==> config.mk <==
export PLATFORM = sky130hd
export DESIGN_NAME = branch_pc_sequencer
export DESIGN_NICKNAME = d
export VERILOG_FILES = /design/src/rtl/mips_branch_pkg.sv /design/src/rtl/branch_cond_eval.sv /design/src/rtl/branch_pc_sequencer.sv
export SDC_FILE = /design/constraint.sdc
export NUM_CORES = 1
export LEC_CHECK = 0
export ABC_AREA = 1
export CORE_ASPECT_RATIO = 0.75
export CORE_MARGIN = 5
export CORE_UTILIZATION = 47
export CTS_CLUSTER_SIZE = 25
export DETAILED_ROUTE_END_ITERATION = 8
export GPL_TIMING_DRIVEN = 1
export PLACE_DENSITY = 0.75
export SLEW_MARGIN = 20
export SYNTH_ARGS = -nofsm -noshare
export SYNTH_HDL_FRONTEND = slang
export SYNTH_SLANG_ARGS = --single-unit
==> constraint.sdc <==
create_clock -name clk -period 3.6 [get_ports clk]
set_clock_uncertainty 0.05 [all_clocks]
set_input_delay 0.72 -clock clk [delete_from_list [all_inputs] [get_ports clk]]
set_output_delay 0.72 -clock clk [all_outputs]
set_load 0.01 [all_outputs]
==> src/rtl/mips_branch_pkg.sv <==
// Shared constants for the ID-stage branch/jump sequencer: MIPS opcode,
// REGIMM rt and SPECIAL funct encodings, the sequencer FSM state enum,
// the implicit link register, and a branch-offset helper.
package mips_branch_pkg;

  // Primary opcodes of the control-transfer instructions
  localparam logic [5:0] OP_SPECIAL = 6'b000000;
  localparam logic [5:0] OP_REGIMM  = 6'b000001;
  localparam logic [5:0] OP_J       = 6'b000010;
  localparam logic [5:0] OP_JAL     = 6'b000011;
  localparam logic [5:0] OP_BEQ     = 6'b000100;
  localparam logic [5:0] OP_BNE     = 6'b000101;
  localparam logic [5:0] OP_BLEZ    = 6'b000110;
  localparam logic [5:0] OP_BGTZ    = 6'b000111;

  // REGIMM subcodes carried in the rt field
  localparam logic [4:0] RT_BLTZ    = 5'b00000;
  localparam logic [4:0] RT_BGEZ    = 5'b00001;
  localparam logic [4:0] RT_BLTZAL  = 5'b10000;
  localparam logic [4:0] RT_BGEZAL  = 5'b10001;

  // SPECIAL funct codes
  localparam logic [5:0] FN_JR      = 6'b001000;
  localparam logic [5:0] FN_JALR    = 6'b001001;

  // Implicit link register for JAL / BLTZAL / BGEZAL
  localparam logic [4:0] LINK_REG   = 5'd31;

  typedef enum logic [1:0] {
    RUN      = 2'd0,
    STALL    = 2'd1,
    REDIRECT = 2'd2
  } seq_state_t;

  // Sign-extended word offset of a conditional branch: imm16 << 2
  function automatic logic [31:0] branch_offset(input logic [15:0] imm16);
    return {{14{imm16[15]}}, imm16, 2'b00};
  endfunction

endpackage

==> src/rtl/branch_cond_eval.sv <==
// Decodes the instruction in ID and evaluates its branch condition/target.
// Latency: purely combinational. Backpressure: none (no state, no handshake).
// Ports:
//   opcode/rt/funct/id_imm26 - instruction fields of the ID instruction
//   rs_value/rt_value        - forwarded operands used by the compare
//   id_pc                    - PC of the instruction in ID
//   is_cti     - instruction is a supported branch/jump
//   needs_ops  - outcome depends on rs/rt (everything except J/JAL)
//   taken      - control transfer is taken
//   links      - instruction writes a link register
//   link_is_rd - link register comes from rd (JALR) instead of $31
//   next_pc    - taken target; the caller falls back to fetch pc+4
module branch_cond_eval
  import mips_branch_pkg::*;
(
  input  logic [5:0]  opcode,
  input  logic [4:0]  rt,
  input  logic [5:0]  funct,
  input  logic [31:0] rs_value,
  input  logic [31:0] rt_value,
  input  logic [31:0] id_pc,
  input  logic [25:0] id_imm26,
  output logic        is_cti,
  output logic        needs_ops,
  output logic        taken,
  output logic        links,
  output logic        link_is_rd,
  output logic [31:0] next_pc
);

  logic [31:0] w_pc_plus4;
  logic [31:0] w_br_target;
  logic [31:0] w_j_target;
  logic        w_rs_neg;
  logic        w_rs_zero;

  assign w_pc_plus4  = id_pc + 32'd4;
  assign w_br_target = w_pc_plus4 + branch_offset(id_imm26[15:0]);
  // Jump region is taken from the delay-slot address, not id_pc itself
  assign w_j_target  = {w_pc_plus4[31:28], id_imm26, 2'b00};

  // Signed compares against zero reduce to sign bit and zero test
  assign w_rs_neg  = rs_value[31];
  assign w_rs_zero = (rs_value == 32'd0);

  always_comb begin
    is_cti     = 1'b0;
    needs_ops  = 1'b1;
    taken      = 1'b0;
    links      = 1'b0;
    link_is_rd = 1'b0;
    next_pc    = w_br_target;
    case (opcode)
      OP_BEQ: begin
        is_cti = 1'b1;
        taken  = (rs_value == rt_value);
      end
      OP_BNE: begin
        is_cti = 1'b1;
        taken  = (rs_value != rt_value);
      end
      OP_BLEZ: begin
        is_cti = 1'b1;
        taken  = w_rs_neg | w_rs_zero;
      end
      OP_BGTZ: begin
        is_cti = 1'b1;
        taken  = !w_rs_neg && !w_rs_zero;
      end
      OP_REGIMM: begin
        case (rt)
          RT_BLTZ: begin
            is_cti = 1'b1;
            taken  = w_rs_neg;
          end
          RT_BGEZ: begin
            is_cti = 1'b1;
            taken  = !w_rs_neg;
          end
          RT_BLTZAL: begin
            is_cti = 1'b1;
            taken  = w_rs_neg;
            links  = 1'b1;
          end
          RT_BGEZAL: begin
            is_cti = 1'b1;
            taken  = !w_rs_neg;
            links  = 1'b1;
          end
          default: is_cti = 1'b0;
        endcase
      end
      OP_J: begin
        is_cti    = 1'b1;
        needs_ops = 1'b0;
        taken     = 1'b1;
        next_pc   = w_j_target;
      end
      OP_JAL: begin
        is_cti    = 1'b1;
        needs_ops = 1'b0;
        taken     = 1'b1;
        links     = 1'b1;
        next_pc   = w_j_target;
      end
      OP_SPECIAL: begin
        if (funct == FN_JR || funct == FN_JALR) begin
          is_cti     = 1'b1;
          taken      = 1'b1;
          next_pc    = rs_value;
          links      = (funct == FN_JALR);
          link_is_rd = (funct == FN_JALR);
        end
      end
      default: is_cti = 1'b0;
    endcase
  end

endmodule

==> src/rtl/branch_pc_sequencer.sv <==
// Owns the fetch PC and sequences it through branches/jumps resolved in ID.
// Latency: redirect visible on pc the cycle after dispatch; dispatch outputs
//   (link_we, branch_taken, ifid_write_en, id_bubble) are combinational.
// Backpressure: if_ready low holds pc; a resolved redirect waits in REDIRECT;
//   operands_ready low on a CTI stalls in STALL with ID->EX bubbles.
// Ports:
//   clk, reset (sync, active-high); if_ready from fetch
//   id_* instruction fields, rs/rt_value + operands_ready from forwarding
//   pc, ifid_write_en, id_bubble, link_we/rd/data, branch_taken,
//   redirect_pending, br_count, br_taken_count
module branch_pc_sequencer
  import mips_branch_pkg::*;
#(
  parameter logic [31:0] RESET_PC    = 32'h0000_0000,
  parameter int          COUNT_WIDTH = 16
) (
  input  logic                   clk,
  input  logic                   reset,
  input  logic                   if_ready,
  input  logic                   id_valid,
  input  logic [31:0]            id_pc,
  input  logic [5:0]             id_opcode,
  input  logic [4:0]             id_rt,
  input  logic [4:0]             id_rd,
  input  logic [5:0]             id_funct,
  input  logic [25:0]            id_imm26,
  input  logic [31:0]            rs_value,
  input  logic [31:0]            rt_value,
  input  logic                   operands_ready,
  output logic [31:0]            pc,
  output logic                   ifid_write_en,
  output logic                   id_bubble,
  output logic                   link_we,
  output logic [4:0]             link_rd,
  output logic [31:0]            link_data,
  output logic                   branch_taken,
  output logic                   redirect_pending,
  output logic [COUNT_WIDTH-1:0] br_count,
  output logic [COUNT_WIDTH-1:0] br_taken_count
);

  seq_state_t             r_state;
  logic [31:0]            r_pc;
  logic [31:0]            r_target_q;
  logic [COUNT_WIDTH-1:0] r_br_count;
  logic [COUNT_WIDTH-1:0] r_br_taken_count;

  logic        w_is_cti;
  logic        w_needs_ops;
  logic        w_taken;
  logic        w_links;
  logic        w_link_is_rd;
  logic [31:0] w_target;
  logic [31:0] w_pc_plus4;
  logic [31:0] w_next_pc;
  logic        w_cti;
  logic        w_ops_ok;
  logic        w_dispatch;

  branch_cond_eval u_cond (
    .opcode     (id_opcode),
    .rt         (id_rt),
    .funct      (id_funct),
    .rs_value   (rs_value),
    .rt_value   (rt_value),
    .id_pc      (id_pc),
    .id_imm26   (id_imm26),
    .is_cti     (w_is_cti),
    .needs_ops  (w_needs_ops),
    .taken      (w_taken),
    .links      (w_links),
    .link_is_rd (w_link_is_rd),
    .next_pc    (w_target)
  );

  // Not-taken continues past the delay slot currently being fetched at pc
  assign w_pc_plus4 = r_pc + 32'd4;
  assign w_next_pc  = w_taken ? w_target : w_pc_plus4;

  assign w_cti    = id_valid & w_is_cti;
  assign w_ops_ok = !w_needs_ops || operands_ready;

  // The single point at which a CTI is resolved; REDIRECT never dispatches,
  // so links and counters fire exactly once per CTI.
  assign w_dispatch = !reset &&
                      (((r_state == RUN) && w_cti && w_ops_ok) ||
                       ((r_state == STALL) && operands_ready));

  always_comb begin
    ifid_write_en = 1'b0;
    id_bubble     = 1'b1;
    link_we       = 1'b0;
    branch_taken  = 1'b0;
    if (!reset) begin
      if (w_dispatch) begin
        id_bubble     = 1'b0;
        link_we       = w_links;
        branch_taken  = w_taken;
        ifid_write_en = if_ready;
      end else if (r_state == RUN && !w_cti) begin
        ifid_write_en = if_ready;
        id_bubble     = !if_ready;
      end else if (r_state == REDIRECT) begin
        ifid_write_en = if_ready;
      end
    end
  end

  always_ff @(posedge clk) begin
    if (reset) begin
      r_state          <= RUN;
      r_pc             <= RESET_PC;
      r_target_q       <= 32'd0;
      r_br_count       <= '0;
      r_br_taken_count <= '0;
    end else begin
      if (w_dispatch) begin
        if (if_ready) begin
          r_pc    <= w_next_pc;
          r_state <= RUN;
        end else begin
          r_target_q <= w_next_pc;
          r_state    <= REDIRECT;
        end
        if (r_br_count != '1) begin
          r_br_count <= r_br_count + 1'b1;
        end
        if (w_taken && r_br_taken_count != '1) begin
          r_br_taken_count <= r_br_taken_count + 1'b1;
        end
      end else begin
        case (r_state)
          RUN: begin
            if (!w_cti) begin
              if (if_ready) begin
                r_pc <= w_pc_plus4;
              end
            end else begin
              // A CTI that did not dispatch is waiting on forwarding
              r_state <= STALL;
            end
          end
          STALL: r_state <= STALL;
          REDIRECT: begin
            if (if_ready) begin
              r_pc    <= r_target_q;
              r_state <= RUN;
            end
          end
          default: r_state <= RUN;
        endcase
      end
    end
  end

  assign pc               = r_pc;
  assign redirect_pending = (r_state == REDIRECT);
  assign link_rd          = w_link_is_rd ? id_rd : LINK_REG;
  assign link_data        = id_pc + 32'd8;
  assign br_count         = r_br_count;
  assign br_taken_count   = r_br_taken_count;

endmodule

* After elaboration in Yosys (flattened, before gate mapping)
Index checks and enable logic that the tools add are counted.
** Cells by class
- $lt $le $gt $ge :: 0
- Multipliers :: 0
- Bitwise gates (word level) :: 3
- Eq/ne operators :: 24
- Divide/modulo/power cells :: 0
- Reduce and logical (&&, ||, !) cells :: 31
- Shifts and indexed selects :: 0
- Add/subtract/negate cells :: 6
- Mux-type cells :: 35
** Operators with widths (count)
- $mux W32 :: 7
- $pmux W32 S2 :: 2
- $add A32 B3 Y32 const B :: 2
- $add A16 B1 Y16 const B :: 2
- $add A32 B32 Y32 :: 1
- $add A32 B4 Y32 const B :: 1
- $eq A32 B32 Y1 :: 1
- $logic_not A32 Y1 :: 1
- $ne A16 B16 Y1 const B :: 2
- $ne A32 B32 Y1 :: 1
- $eq A6 B3 Y1 const B :: 4
- $mux W1 :: 16
- $eq A6 B2 Y1 const B :: 2
- $eq A6 B4 Y1 const B :: 2
- $eq A5 B5 Y1 const B :: 2
- $ne A3 B3 Y1 const B :: 3
- $mux W2 :: 4
- $reduce_and A2 Y1 :: 4
- $reduce_or A2 Y1 :: 4
- $logic_and A1 B1 Y1 :: 7
- $pmux W1 S7 :: 1
- $eq A6 B1 Y1 const B :: 1
- $logic_not A6 Y1 :: 1
- $pmux W1 S3 :: 2
- other kinds (19) :: 26
** Storage, ports and cells
- Memories kept :: 0
- Logic and storage cells :: 104
- ROM bits :: 0
- Flip-flop bits (word level) :: 98
- Bits in latches :: 0
- RAM bits :: 0
- Input port bits :: 149

* Depth between registers and ports, before layout
Gate-level depths: netlist of the first run.
- Depth in word-level cells :: 11
- Gate-level depth with buffers :: 28
- Mapped depth without buffers :: 28

* Modules after synthesis
A second synthesis of the first run with hierarchy kept.
** Unflattened totals
- Cell total of the unflattened synthesis :: 1982
- Area, all modules :: 11202.0 um2
** By module, submodules not included
- branch_pc_sequencer :: cells each 1105, instances 1, area each 6770.2 um2
- branch_cond_eval :: cells each 877, instances 1, area each 4431.8 um2

* Least setup slack after synthesis of the first run
OpenSTA, ideal clock, no wires.
- Path kind :: input to register
- Start :: in id_pc[3]
- End :: reg r_pc[31], in the netlist pc[31]
- Library setup time :: 0.109 ns
- Required time :: 3.441 ns
- Stages :: 27
- Arrival :: 3.341 ns
- Path slack :: 0.100 ns
- Path through :: ha_1 inv_1 nor2_1 nand2_1 nor2_1 inv_1 nor3_1 nand2_1 xor2_1 ha_1 nand2_1 nor2_1 nand2_1 inv_1 nand2_1 nand2_1 inv_1 nand2_1 nand2_1 nand3_1 nand2_1 nand2_1 nand2_1 nand2_1 nand3_1 nand2_1 inv_1
** On the way
- Cells in the longest elaborated chain, start to end :: 7
** Ends and longest elaborated chain
- start: declaration :: line branch_pc_sequencer.sv:21 : input logic [31:0] id_pc,
- $add A32 B3 Y32 (*) :: line branch_cond_eval.sv:37 : assign w_pc_plus4 = id_pc + 32'd4;
- $add A32 B32 Y32 :: line branch_cond_eval.sv:38 : assign w_br_target = w_pc_plus4 + branch_offset(id_imm26[15:0]);
- $mux W32 :: line branch_cond_eval.sv:107 : if (funct == FN_JR || funct == FN_JALR) begin
- $pmux W32 S2 (*) :: line branch_cond_eval.sv:53 : case (opcode)
- $mux W32 (*) :: line branch_pc_sequencer.sv:78 : assign w_next_pc = w_taken ? w_target : w_pc_plus4;
- $mux W32 (*) :: line branch_pc_sequencer.sv:118 : if (if_ready) begin
- $mux W32 (*) :: line branch_pc_sequencer.sv:117 : if (w_dispatch) begin
- end signal: assignment :: line branch_pc_sequencer.sv:119 : r_pc <= w_next_pc;
- end signal: assignment :: line branch_pc_sequencer.sv:136 : r_pc <= w_pc_plus4;
- end signal: assignment :: line branch_pc_sequencer.sv:146 : r_pc <= r_target_q;
- end: declaration :: line branch_pc_sequencer.sv:43 : logic [31:0] r_pc;
Every way passes the cells marked *; elsewhere a longest branch is shown, timed or not. The select of a mux whose other input is x is not followed.
A chain may end at the register's enable or synchronous reset.

* Worst setup path after layout of the first run
- Start :: in id_pc[12]
- End :: out link_data[19]
** On the way
- Cells in the longest elaborated chain, start to end :: 1
** Ends and longest elaborated chain
- $add A32 B4 Y32 :: line branch_pc_sequencer.sv:159 : assign link_data = id_pc + 32'd8;
- end: declaration :: line branch_pc_sequencer.sv:35 : output logic [31:0] link_data,
No other way between the ends.

==> results of run 1 <==
power by group:
| group | leakage [uW] | total (uW) | switching (uW) | internal, uW |
|---|---|---|---|---|
| Combinational | 0.00642 | 1550 | 806 | 745 |
| Clock | 0.000136 | 989 | 433 | 556 |
| Sequential | 0.000795 | 1160 | 43.7 | 1110 |
cell type report:
cell class | instances | area (um2)
diodes | 1 | 2.502
clock buffers | 13 | 250.2
clock inverters | 2 | 37.54
fillers | 1913 | 5698
inverters | 226 | 850.8
multi-input cells | 1415 | 8317
flip-flops and latches | 98 | 1962
well taps | 294 | 367.9
repair buffers | 525 | 4567
cells by family (layout without fill, tap and decap cells):
kind of cell	after synthesis	in the layout	synth area share, %
and+or+nand+nor	984	984	40.95
buffers and inverters	283	766	10.84
AOI/OAI and AO/OA	263	263	14.11
xor gates and xnor gates	127	127	10.57
DFF	98	98	18.64
adders and majority gates	39	39	4.707
muxes	2	2	0.1902
other	0	1	0
synth_stat cells, drive strengths merged (3+ instances only):
cell type,count
xnor2,51
nor3b,3
a22o,9
o21bai,8
o21ai,81
nor2,179
o21a,6
nand3,180
nand2,508
ha,38
or2,16
nand3b,23
nor4,7
buf,28
inv,225
nor3,43
xor2,76
nand4,20
o211ai,13
o31ai,5
a21oi,120
a31oi,5
and2,3
a21o,8
dfxtp,98
clkbuf,29
timing repair:
item,4_1_cts,5_1_grt
hold buffers,0,0
endpoints found under the setup margin,71,60
resized for setup,140,151
cloned,0,0
buffers inserted,13,9
pin swaps,51,55
path summary, 6_finish.rpt:
path,to,slack [ns],depth (start not counted)
worst min-delay path,r_target_q[23],0.42,2
worst min register to register,r_target_q[23],0.42,2
worst max register to register,br_taken_count[3],0.92,10
worst max-delay path,link_data[19],0.06,12
sequential cells by signal (all words and copies together), names as in the netlist:
| name | flops |
|---|---|
| r_state | 2 |
| r_target_q | 32 |
| pc | 32 |
| br_taken_count | 16 |
| br_count | 16 |
per-stage QoR:
step	util, %	setup WS, ns	power [uW]	instance area [um2]	instances
finish	74.16	0.05653	3698	16350	2574
global route	74.15	-0.09243	3884	16350	2573
CTS	71.48	-0.01950	3573	15760	2565
detailed placement	68.10	-0.7313	2548	15020	2537
global placement	68.10	-0.7090	2528	15020	2537
floorplan	-	0.09966	1827	10530	1796
worst register-to-register path, stage by stage (launching register included):
cell,delay [ns]
sky130_fd_sc_hd__dfxtp_1,0.46
sky130_fd_sc_hd__nand2_1,0.08
sky130_fd_sc_hd__nor3_1,0.24
sky130_fd_sc_hd__nand2_1,0.13
sky130_fd_sc_hd__inv_1,0.15
sky130_fd_sc_hd__nand4_1,0.10
sky130_fd_sc_hd__inv_1,0.09
sky130_fd_sc_hd__nand3_1,0.49
sky130_fd_sc_hd__nand2_2,0.53
sky130_fd_sc_hd__nand2_1,0.09
sky130_fd_sc_hd__a21oi_1,0.18
per-layer routing:
layer	vias up	global-route usage, %	wire [um]	share of wire (%)
li1	6771	-	-	-
met1	6517	49.45	20530	44
met2	744	51.55	19600	42
met3	74	9.940	5112	11
met4	2	7.680	983	2.1
met5	-	0	13	0.028
==> load_flow_metrics.sql, run 1 <==
INSERT INTO impl_metrics (metric_group, metric, value, unit) VALUES
('run_status', 'result_of_the_run', 'completed', ''),
('pwr', 'cellLeakagePower', '0.007353', 'uW'),
('cts', 'root_buffer', 'sky130_fd_sc_hd__clkbuf_16', ''),
('synth', 'ys_top_cells_by_area', 'sky130_fd_sc_hd__dfxtp_1, sky130_fd_sc_hd__nand2_1, sky130_fd_sc_hd__nand3_1', ''),
('place', 'place.gp.congestion', '1.018', ''),
('global_route', 'wire_length_of_the_first_global_routing_pass', '71.14', 'mm'),
('setup_path', 'timing.critical_path.fanout_max', '3', ''),
('pwr', 'peakVddDrop', '233.0', 'uV'),
('floorplanning', 'initial_core_util', '47.73', '%'),
('setup_path', 'critical_path_required', '2.83', 'ns'),
('cts', 'clock_slew_seen_by_the_registers_of_the_worst_setup_and_hold_paths', '0.07', 'ns'),
('sta', 'maxSlewViolCount', '0', ''),
('cells_and_area', 'layout.cells.most_common_list', 'sky130_fd_sc_hd__nand2_1, sky130_fd_sc_hd__buf_4, sky130_fd_sc_hd__inv_1', ''),
('sta', 'final_hold_viol_count', '0', ''),
('global_route', 'largest_net_degree_at_the_start_of_global_routing', '40', ''),
('routing', 'detail_route.vias_per_cell', '5.481', ''),
('synth', 'number_of_enable_flip_flop_cells_after_synthesis', '0', ''),
('synth', 'synth.yosys.seq_area_share', '18.64', '%'),
('synth', 'post_synth_instance_area', '10530', 'um2'),
('synth', 'synth-seq-cells', '98', ''),
('routing', 'drt.antenna.violating_nets', '0', ''),
('sta', 'timing.final.crit_share', '98.43', '%'),
('cells_and_area', 'area.growth.synth_to_final', '55.37', '%'),
('floorplanning', 'placeableCoreArea', '22050', 'um2'),
('cts', 'numClockSinks', '98', ''),
('setup_path', 'critical_path.cell_chain', 'clkdlybuf4s15_1, buf_6, nand2_1, nor2_2, buf_4, buf_4, nand4_1, xnor2_1, buf_4, buf_4, buf_4, clkdlybuf4s50_1', ''),
('setup_path', 'critical_path.n_buffers_inverters', '8', ''),
('worst_hold_path', 'worst_hold_path_type', 'reg2reg', ''),
('cts', 'ctsLongestPathBuffers', '2', ''),
('floorplanning', 'floorplan.die_area', '25520', 'um2'),
('sta', 'timing.fmax', '0.2822', 'GHz'),
('setup_path', 'cp_common_cell', 'sky130_fd_sc_hd__buf_4', ''),
('routing', 'detailroute.via_count', '14110', ''),
('place', 'detailedPlacementHpwl', '36.74', 'mm'),
('flow_run', 'maxCapViolCount', '0', ''),
('floorplanning', 'rows', '47', ''),
('global_route', 'antenna_found_initial', '1', ''),
('setup_path', 'cp.arrival', '2.77', 'ns'),
('setup_path', 'critPathCaptureType', 'primary output', ''),
('synth', 'post-synth-top-area-cell', 'sky130_fd_sc_hd__dfxtp_1', ''),
('synth', 'yosysTopAreaCellShare', '18.64', '%'),
('global_route', 'grt_pass1_vias', '13480', ''),
('synth', 'synth.yosys.warnings', '0', ''),
('worst_hold_path', 'hp-start', 'r_target_q[23]', ''),
('sta', 'holdWs', '0.4186', 'ns'),
('synth', 'yosys_most_used_dff', 'sky130_fd_sc_hd__dfxtp_1', ''),
('cts', 'cts_max_level', '3', ''),
('setup_path', 'worst_setup_path_start_kind', 'input port', ''),
('global_route', 'globalRoute.totalOverflow', '0', ''),
('floorplanning', 'die_height', '139.6', 'um'),
('floorplanning', 'floorplan.die.width', '182.8', 'um'),
('setup_path', 'worst_setup_path_startpoint', 'id_pc[12]', ''),
('cells_and_area', 'drive_gt1_share', '21.98', '%'),
('cells_and_area', 'layout.cells.most_common', 'sky130_fd_sc_hd__nand2_1', ''),
('sta', 'tightest_slew', '0.7558', 'ns'),
('sta', 'slew_headroom', '49.23', '%'),
('setup_path', 'criticalPathCategory', 'in2out', ''),
('pwr', 'power.density_cell_area', '226.1', 'nW/um2'),
('routing', 'detailedRoute.firstPassIterationCount', '5', ''),
('routing', 'detail_route.iter0.violations', '1680', ''),
('synth', 'library_cells_used_by_synthesis', '54', ''),
('setup_path', 'critical_path.slowest_cell', 'sky130_fd_sc_hd__clkdlybuf4s50_1', ''),
('floorplanning', 'pin_count', '255', ''),
('cts', 'cts_tree', 'done', ''),
('cts', 'clk_latency', '0.36', 'ns'),
('cts', 'numCtsBuffers', '9', ''),
('setup_path', 'timing.critical_path.max_delay_family', 'buffers and inverters', ''),
('routing', 'drc_errors', '0', ''),
('setup_path', 'r2r-start', 'br_taken_count[3]', ''),
('sta', 'min_period', '3.543', 'ns'),
('cells_and_area', 'final_net_count', '2463', '');
(Power assumes the default switching activity.)
==> run 2: changes to the inputs <==
CORE_UTILIZATION = 60   (was 47)
CTS_CLUSTER_SIZE = not set   (was 25)
DONT_BUFFER_PORTS = 1   (was not set)
GPL_TIMING_DRIVEN = not set   (was 1)
==> load_flow_metrics.sql, run 2 (synthesis gave the netlist of run 1 again) <==
INSERT INTO impl_metrics (metric_group, metric, value, unit) VALUES
('run_status', 'result_of_the_run', 'completed', ''),
('worst_hold_path', 'min_path_cells', '1', ''),
('flow_run', 'maxCapViolCount', '0', ''),
('floorplanning', 'floorplan.die.width', '162.9', 'um'),
('global_route', 'globalRoute.totalOverflow', '0', ''),
('global_route', 'grt_use_total', '36.28', '%'),
('setup_path', 'critical_path.reg2reg.endpoint', 'br_taken_count[11]', ''),
('cts', 'cts_tree', 'done', ''),
('pwr', 'netSwitchingFraction', '32.32', '%'),
('sta', 'min_period', '3.355', 'ns'),
('sta', 'report.final.setup_viol', '0', ''),
('cts', 'numCtsBuffers', '9', ''),
('setup_path', 'criticalPathCategory', 'in2reg', ''),
('cells_and_area', 'n_antenna_cell', '0', ''),
('sta', 'timing.final.crit_share', '93.20', '%'),
('cells_and_area', 'number_of_fillers_in_the_final_layout', '1677', ''),
('place', 'detailedPlacementHpwl', '30.10', 'mm'),
('global_route', 'largest_net_degree_at_the_start_of_global_routing', '65', ''),
('floorplanning', 'initial_core_util', '60.33', '%'),
('cts', 'cts_max_level', '3', ''),
('pwr', 'share_comb_of_total_power', '28.3', '%'),
('floorplanning', 'floorplan.die_area', '20320', 'um2'),
('cells_and_area', 'drive_gt1_share', '10.95', '%'),
('routing', 'detailroute.via_count', '12150', ''),
('floorplanning', 'pin_count', '255', ''),
('routing', 'drt-total-wl', '38.21', 'mm'),
('cts', 'hold_buffers', '0', ''),
('worst_hold_path', 'hp-start', 'reset', ''),
('routing', 'detail_route.iter0.violations', '1373', ''),
('cts', 'ctsLongestPathBuffers', '2', ''),
('pwr', 'internal-power', '2261', 'uW'),
('setup_path', 'worst_setup_path_start_kind', 'input port', ''),
('pwr', 'peakVddDrop', '286.1', 'uV'),
('sta', 'holdWs', '0.3892', 'ns'),
('place', 'dp_cell_count', '2078', ''),
('cells_and_area', 'layoutNonFillerInstCount', '2096', ''),
('cts', 'clk_latency', '0.35', 'ns'),
('routing', 'drt.antenna.violating_nets', '0', ''),
('pwr', 'power.density_cell_area', '281.7', 'nW/um2'),
('global_route', 'grt_pass1_vias', '11010', ''),
('sta', 'final_hold_viol_count', '0', ''),
('setup_path', 'r2r-start', 'br_taken_count[5]', ''),
('sta', 'tightest_slew', '0.8371', 'ns'),
('pwr', 'total_power', '3341', 'uW'),
('setup_path', 'cp.arrival', '3.55', 'ns'),
('cells_and_area', 'layout.cells.most_common_list', 'sky130_fd_sc_hd__nand2_1, sky130_fd_sc_hd__inv_1, sky130_fd_sc_hd__nand3_1', ''),
('floorplanning', 'rows', '42', ''),
('routing', 'detail_route.wl_per_cell', '18.23', 'um'),
('setup_path', 'timing.critical_path.fanout_max', '6', ''),
('sta', 'maxSlewViolCount', '0', ''),
('cells_and_area', 'layout.cells.most_common', 'sky130_fd_sc_hd__nand2_1', ''),
('routing', 'detailedRoute.firstPassIterationCount', '8', ''),
('routing', 'drc_errors', '0', ''),
('setup_path', 'regToRegSetupSlack', '0.98', 'ns'),
('cells_and_area', 'final_net_count', '2037', ''),
('pwr', 'cellLeakagePower', '0.005280', 'uW'),
('global_route', 'antenna_found_initial', '0', ''),
('floorplanning', 'die_height', '124.7', 'um'),
('sta', 'rsz0062_at_grt', 'yes', ''),
('setup_path', 'worst_r2r_path_depth', '10', ''),
('cts', 'root_buffer', 'sky130_fd_sc_hd__clkbuf_16', ''),
('cells_and_area', 'finish.instance_area', '11860', 'um2'),
('place', 'place.gp.congestion', '1.069', ''),
('cells_and_area', 'area.growth.synth_to_final', '12.65', '%'),
('cts', 'clock_slew_seen_by_the_registers_of_the_worst_setup_and_hold_paths', '0.07', 'ns'),
('sta', 'slew_headroom', '43.76', '%'),
('worst_hold_path', 'timing.hold.worst_endpoint', 'br_count[8]', ''),
('floorplanning', 'placeableCoreArea', '17450', 'um2'),
('place', 'postPlaceCellArea', '11270', 'um2'),
('pwr', 'pwr-share-clk', '36.5', '%'),
('setup_path', 'critPathCaptureType', 'register', ''),
('worst_hold_path', 'worst_hold_path_type', 'in2reg', ''),
('global_route', 'wire_length_of_the_first_global_routing_pass', '59.55', 'mm'),
('cts', 'numClockSinks', '98', ''),
('pwr', 'p_sw', '1080', 'uW'),
('sta', 'timing.fmax', '0.2981', 'GHz'),
('setup_path', 'critical_path_required', '3.80', 'ns'),
('pwr', 'share_seq_of_total_power', '35.3', '%'),
('routing', 'detail_route.vias_per_cell', '5.795', ''),
('place', 'port_buffers', '0', '');
==> run 2: cell types whose count changed in the layout (fill, tap and decap cells not counted), sizes merged <==
| cell | before | now |
|---|---|---|
| clkbuf | 21 | 10 |
| dlymetal6s2s | 15 | 0 |
| buf | 273 | 99 |
| clkdlybuf4s15 | 5 | 0 |
| dlygate4sd2 | 18 | 0 |
| inv | 225 | 226 |
| clkdlybuf4s50 | 206 | 0 |
| bufinv | 1 | 4 |
| diode | 1 | 0 |
==> run 2: worst max path at each step <==
stage	slack [ns]	endpoint	from	cells past startpoint
finish	0.24	pc[24]	id_pc[3]	25
global route	-0.05	pc[31]	id_pc[3]	28
CTS	0.18	pc[31]	id_pc[3]	28
detailed placement	-0.17	pc[31]	id_pc[3]	28
global placement	-0.15	pc[31]	id_pc[3]	28
floorplan	0.1	pc[31]	id_pc[3]	27
==> run 2: through the flow <==
stage	setup TNS (ns)	setup WS (ns)	utilization [%]
after global placement	-0.8797	-0.1460	64.58
after CTS	0	0.1831	66.73
after detailed placement	-2.037	-0.1725	64.58
after global routing	-0.09509	-0.04567	67.96
final	0	0.2450	67.96
after floorplan	0	0.09966	-
==> run 2: worst max-delay path: stages <==
cell and delay [ns]:
sky130_fd_sc_hd__ha_1 0.15, sky130_fd_sc_hd__inv_1 0.04, sky130_fd_sc_hd__nor2_1 0.10, sky130_fd_sc_hd__buf_4 0.14, sky130_fd_sc_hd__nand3b_1 0.11, sky130_fd_sc_hd__nor3_2 0.20
sky130_fd_sc_hd__buf_4 0.14, sky130_fd_sc_hd__xor2_1 0.15, sky130_fd_sc_hd__inv_1 0.10, sky130_fd_sc_hd__ha_4 0.30, sky130_fd_sc_hd__nand2_2 0.10, sky130_fd_sc_hd__nor2_2 0.12
sky130_fd_sc_hd__inv_1 0.11, sky130_fd_sc_hd__nor2_1 0.11, sky130_fd_sc_hd__nand2_1 0.10, sky130_fd_sc_hd__nand2_1 0.14, sky130_fd_sc_hd__nand2_1 0.11, sky130_fd_sc_hd__nand2_1 0.08
sky130_fd_sc_hd__nand2_1 0.05, sky130_fd_sc_hd__nand3_1 0.07, sky130_fd_sc_hd__nand3_1 0.10, sky130_fd_sc_hd__nand3_1 0.10, sky130_fd_sc_hd__nand3_1 0.08, sky130_fd_sc_hd__nand2_1 0.09
sky130_fd_sc_hd__inv_1 0.04
==> run 2: final cells by class <==
| type | instances | area (um2) | area share [%] |
|---|---|---|---|
| inverters | 226 | 848.3 | 7.154 |
| flip-flops and latches | 98 | 1962 | 16.55 |
| repair buffers | 99 | 743.2 | 6.268 |
| clock inverters | 6 | 136.4 | 1.150 |
| well taps | 242 | 302.8 | 2.554 |
| clock buffers | 10 | 239.0 | 2.015 |
| multi-input cells | 1415 | 7626 | 64.31 |
==> run 2: power groups by stage <==
stage                     Clock (uW)  Combinational [uW]  Sequential (uW)
after global routing            1280                1050             1180
after global placement             0                 865             1200
final                           1220                 944             1180
after CTS                       1220                 884             1180
after floorplan                    0                 647             1180
after detailed placement           0                 875             1200
==> run 2: timing repair <==
item	4_1_cts	5_1_grt
setup endpoints to repair	0	32
setup buffers	0	2
gates resized for setup	0	50
==> run 2: routing by layer <==
layer,vias up,routed length [um],track usage [%]
met5,-,0,0
met3,51,5579,12.74
met4,0,624,6.312
li1,5932,-,-
met2,716,15620,52.46
met1,5448,16390,52.48
